==> config.mk <==
export PLATFORM = sky130hd
export DESIGN_NAME = seq_detect_arbiter
export DESIGN_NICKNAME = d
export VERILOG_FILES = /design/src/rtl/seq_detect_arbiter.sv
export SDC_FILE = /design/constraint.sdc
export NUM_CORES = 1
export LEC_CHECK = 0
export CAP_MARGIN = 0
export CORE_MARGIN = 2
export CORE_UTILIZATION = 35
export DETAILED_ROUTE_END_ITERATION = 12
export PLACE_DENSITY = 0.67
export SETUP_SLACK_MARGIN = 0.2
export SLEW_MARGIN = 20
export SYNTH_ARGS = -nofsm -noshare
export SYNTH_HDL_FRONTEND = slang
export SYNTH_SLANG_ARGS = --single-unit
export TNS_END_PERCENT = 100
==> constraint.sdc <==
create_clock -name clk -period 2.47 [get_ports clk]
set_input_delay 0.3705 -clock clk [delete_from_list [all_inputs] [get_ports clk]]
set_output_delay 0.3705 -clock clk [all_outputs]
set_load 0.05 [all_outputs]
==> src/rtl/seq_detect_arbiter.sv <==
// seq_detect_arbiter: round-robin shares one serial "1001" Mealy detector between two word requesters,
// shifting each granted word MSB-first and reporting its match count and requester ID.
module seq_detect_arbiter #(
  parameter int WIDTH = 8,
  parameter int CNT_W = 4
) (
  input  logic             clk,
  input  logic             rst,
  input  logic             req0,
  input  logic [WIDTH-1:0] data0,
  input  logic             req1,
  input  logic [WIDTH-1:0] data1,
  output logic             gnt0,
  output logic             gnt1,
  output logic             busy,
  output logic             w_out,
  output logic             z_out,
  output logic             done,
  output logic             done_id,
  output logic [CNT_W-1:0] match_cnt
);
  localparam int BW = $clog2(WIDTH);
  typedef enum logic [1:0] {IDLE, SHIFT, FIN} state_t;
  typedef enum logic [1:0] {S0, S1, S2, S3} det_t;
  state_t           state_q;
  det_t             det_q, det_d;
  logic [WIDTH-1:0] shreg_q;
  logic [BW-1:0]    bit_cnt_q;
  logic [CNT_W-1:0] match_cnt_q;
  logic             last_id_q, cur_id_q, done_q, done_id_q, pick1;
  // On contention the requester that was not served last wins
  assign pick1 = req1 && (!req0 || !last_id_q);
  assign gnt0 = rst && state_q == IDLE && req0 && !pick1;
  assign gnt1 = rst && state_q == IDLE && pick1;
  assign busy = state_q != IDLE;
  assign w_out = rst && state_q == SHIFT && shreg_q[WIDTH-1];
  assign z_out = w_out && det_q == S3;
  assign done = done_q;
  assign done_id = done_id_q;
  assign match_cnt = match_cnt_q;
  always_comb
    det_d = w_out ? S1 : det_q == S1 ? S2 : det_q == S2 ? S3 : S0;
  always_ff @(posedge clk) begin
    if (!rst) begin
      state_q     <= IDLE;
      shreg_q     <= '0;
      det_q       <= S0;
      bit_cnt_q   <= '0;
      match_cnt_q <= '0;
      last_id_q   <= 1'b1;
      cur_id_q    <= 1'b0;
      done_q      <= 1'b0;
      done_id_q   <= 1'b0;
    end else begin
      done_q <= 1'b0;
      case (state_q)
        IDLE: if (gnt0 || gnt1) begin
          shreg_q     <= gnt1 ? data1 : data0;
          cur_id_q    <= gnt1;
          last_id_q   <= gnt1;
          det_q       <= S0;
          bit_cnt_q   <= '0;
          match_cnt_q <= '0;
          state_q     <= SHIFT;
        end
        SHIFT: begin
          shreg_q     <= shreg_q << 1;
          det_q       <= det_d;
          bit_cnt_q   <= bit_cnt_q + 1'b1;
          match_cnt_q <= match_cnt_q + CNT_W'(z_out && !(&match_cnt_q));
          if (bit_cnt_q == BW'(WIDTH - 1)) begin
            state_q   <= FIN;
            done_q    <= 1'b1;
            done_id_q <= cur_id_q;
          end
        end
        default: state_q <= IDLE;
      endcase
    end
  end
endmodule
==> results_dict.tcl <==
set metrics [dict create \
    seq_power_share 0.550 \
    synthMuxAreaShare 0.08628 \
    vdd_drop_max_mv 0.2496 \
    clk_pin_slew_ns 0.12 \
    dpl.cell_count 211 \
    crit_arrival_ns 1.77 \
    ys.flop_type "dfxtp_1" \
    start_kind "register" \
    cp_max_fo 8 \
    post_cts_resized 0 \
    finalWorstSetupSlack_ns 0.3337 \
    drive_above_1_share 0.1479 \
    synth_area_um2 1204 \
    power_density_nw_per_um2 465.9 \
    totalWireLength_um 2552 \
    drc 0 \
    io_pins 31 \
    worstSetupPathType "reg2out" \
    synthSimpleGateAreaFrac 0.2297 \
    post_cts_buffers 0 \
    required_ns 2.10 \
    clock.fmax_ghz 0.4681 \
    port_buffers 30 \
    rows 21 \
    layout.cells.non_filler 215 \
    tns_ns 0 \
    min_from "shreg_q[4]$_SDFFE_PN0P_" \
    synthToLayoutAreaGrowth_pct 32.64 \
    slew_violations 0 \
    synth_edf_count 0 \
    synthTopCellsByArea "dfxtp_1, mux2_2, ha_1, nor2_1, o21ai_0" \
    rsz0062_at_grt "false" \
    drtPass1Iterations 4 \
    antenna_found_initial 0 \
    ctsHoldBuffers 0 \
    final_area_um2 1597 \
    net-switching-power_mw 0.2058 \
    drt_iter0_markers 36 \
    cts_tree "built" \
    yosysUniqueCellTypes 31 \
    fin_nets 196 \
    holdPathStages 2 \
    grt_max_degree 28 \
    syn_inst 141 \
    gp_congestion 0.7442 \
    worst_hold_slack_ns 0.4775 \
    cts_sinks 23 \
    dp_hpwl_um 1861 \
    synthAdderAreaFrac 0.06237 \
    synthXorXnorAreaFrac 0 \
    synth_compound_area_frac 0.1840 \
    grt_pass1_vias 1009 \
    antennaDiodeCount 0 \
    startpoint "state_q[0]$_SDFFE_PN0P_" \
    core_area_um2 3311 \
    cts_buffers 3 \
    synth_top_cell_by_area "dfxtp_1" \
    power_leakage_nw 0.6328 \
    synth_top_family_by_area "simple AND/OR/NAND/NOR gates" \
    placed_cell_area_um2 1570 \
    finalCritPeriodShare 0.8649 \
    p_clk_frac 0.229 \
    fin_worst_skew_ns 0.005357 \
    synth.avg_cell_area_um2 8.537 \
    cts_max_path_buffers 2 \
    p_sw_frac 0.2766 \
    via_count 1051 \
    die_w_um 62.65 \
    htreeDepth 1 \
    hold_class "reg2reg" \
    synth_common_cells "dfxtp_1, nor2_1, o21ai_0, nand3_1, nand2_1" \
    power.internal_mw 0.5381 \
    detail-route-antenna-nets 0 \
    track_usage 0.1395 \
    grt_pass1_wl_um 4498 \
    initial_core_util 0.3636 \
    worstReg2RegStart "state_q[0]$_SDFFE_PN0P_" \
    status "complete, no violations" \
    yosysTopAreaCellShare 0.3825 \
    grt-ovfl-total 0 \
    worstMarginPinSlew_ns 0.5008 \
    die-area_um2 3924 \
    wl_per_cell_um 11.87 \
    clockRootBuffer "clkbuf_4" \
    maxCapViolCount 0 \
    pre_cts_ws_ns 0.2978 \
    power.total_mw 0.7438 \
    r2r_cells 8 \
    final_core_util 0.4822 \
    relSlewSlack 0.6651 \
    min_period_ns 2.136 \
    worstSkewPairLatency_ns 0.30 \
    die_height_um 62.65 \
    synth_most_common_cell "dfxtp_1" \
    pwr-share-comb 0.221 \
    cp-end-kind "output pin" \
    synth.yosys.warnings 0 \
    async_reset_ff_frac 0 \
    synth-seq-area-share 0.3825 \
    synth_nets 167 \
    ys_ff_latch 23 \
    viasPerCell 4.888 \
    hold_viol_final 0 \
    finalSetupViolations 0 \
]
==> worst max-delay path: stages (launching register included) <==
cell and delay, ns:
dfxtp_1 0.47, nor2_1 0.11, inv_1 0.08, clkdlybuf4s50_1 0.80
==> final timing paths <==
check | end | slack [ns]
setup / recovery | busy | 0.33
hold reg to reg | shreg_q[4]$_SDFFE_PN0P_ | 0.48
hold / removal | shreg_q[4]$_SDFFE_PN0P_ | 0.48
setup reg to reg | match_cnt[2]$_SDFFE_PN0P_ | 0.44
==> power by group through the flow <==
stage | clock network (mW) | registers [mW] | logic, mW
finish | 0.170 | 0.409 | 0.164
global route | 0.200 | 0.413 | 0.182
CTS | 0.180 | 0.409 | 0.167
detailed placement | 0 | 0.417 | 0.165
global placement | 0 | 0.417 | 0.161
floorplan | 0 | 0.413 | 0.108
==> layout make-up <==
type | instances | area (um2)
Clock buffer | 4 | 26.28
Fill cell | 335 | 1714
Inverter | 4 | 15.01
Multi-Input combinational cell | 106 | 681.9
Sequential cell | 23 | 460.4
Tap cell | 46 | 57.56
Timing Repair Buffer | 32 | 355.3
==> cell usage in the layout, fill, tap and decap left out, types with 6 or more instances in the layout <==
cell / count
mux2_2: 7
nor2b_1: 8
nand2_1: 9
a22oi_1: 6
clkdlybuf4s50_1: 26
nand3_1: 10
ha_1: 6
o21ai_0: 12
dfxtp_1: 23
nor2_1: 19
==> cells by family after synthesis <==
| logic type | count (synthesis) |
|---|---|
| flip-flops | 23 |
| multiplexers | 9 |
| AO/OA/AOI/OAI | 34 |
| adder cells (fa/ha/maj) | 6 |
| buffers and inverters | 12 |
| AND/OR/NAND/NOR | 57 |
==> flip-flops by register name, summed over array words and instances, names as in the netlist <==
register / count
shreg_q: 8
match_cnt: 4
bit_cnt_q: 3
det_q: 2
state_q: 2
cur_id_q: 1
done: 1
done_id: 1
last_id_q: 1
==> per-layer routing <==
layer  share of wire  vias up  track usage
li1                -      549            -
met1            0.47      478       0.1824
met2            0.48       24       0.2298
met3           0.055        0      0.04685
met4               0        0      0.01667
met5               0        -            0
Note: power is estimated with default switching activity, not from simulation.
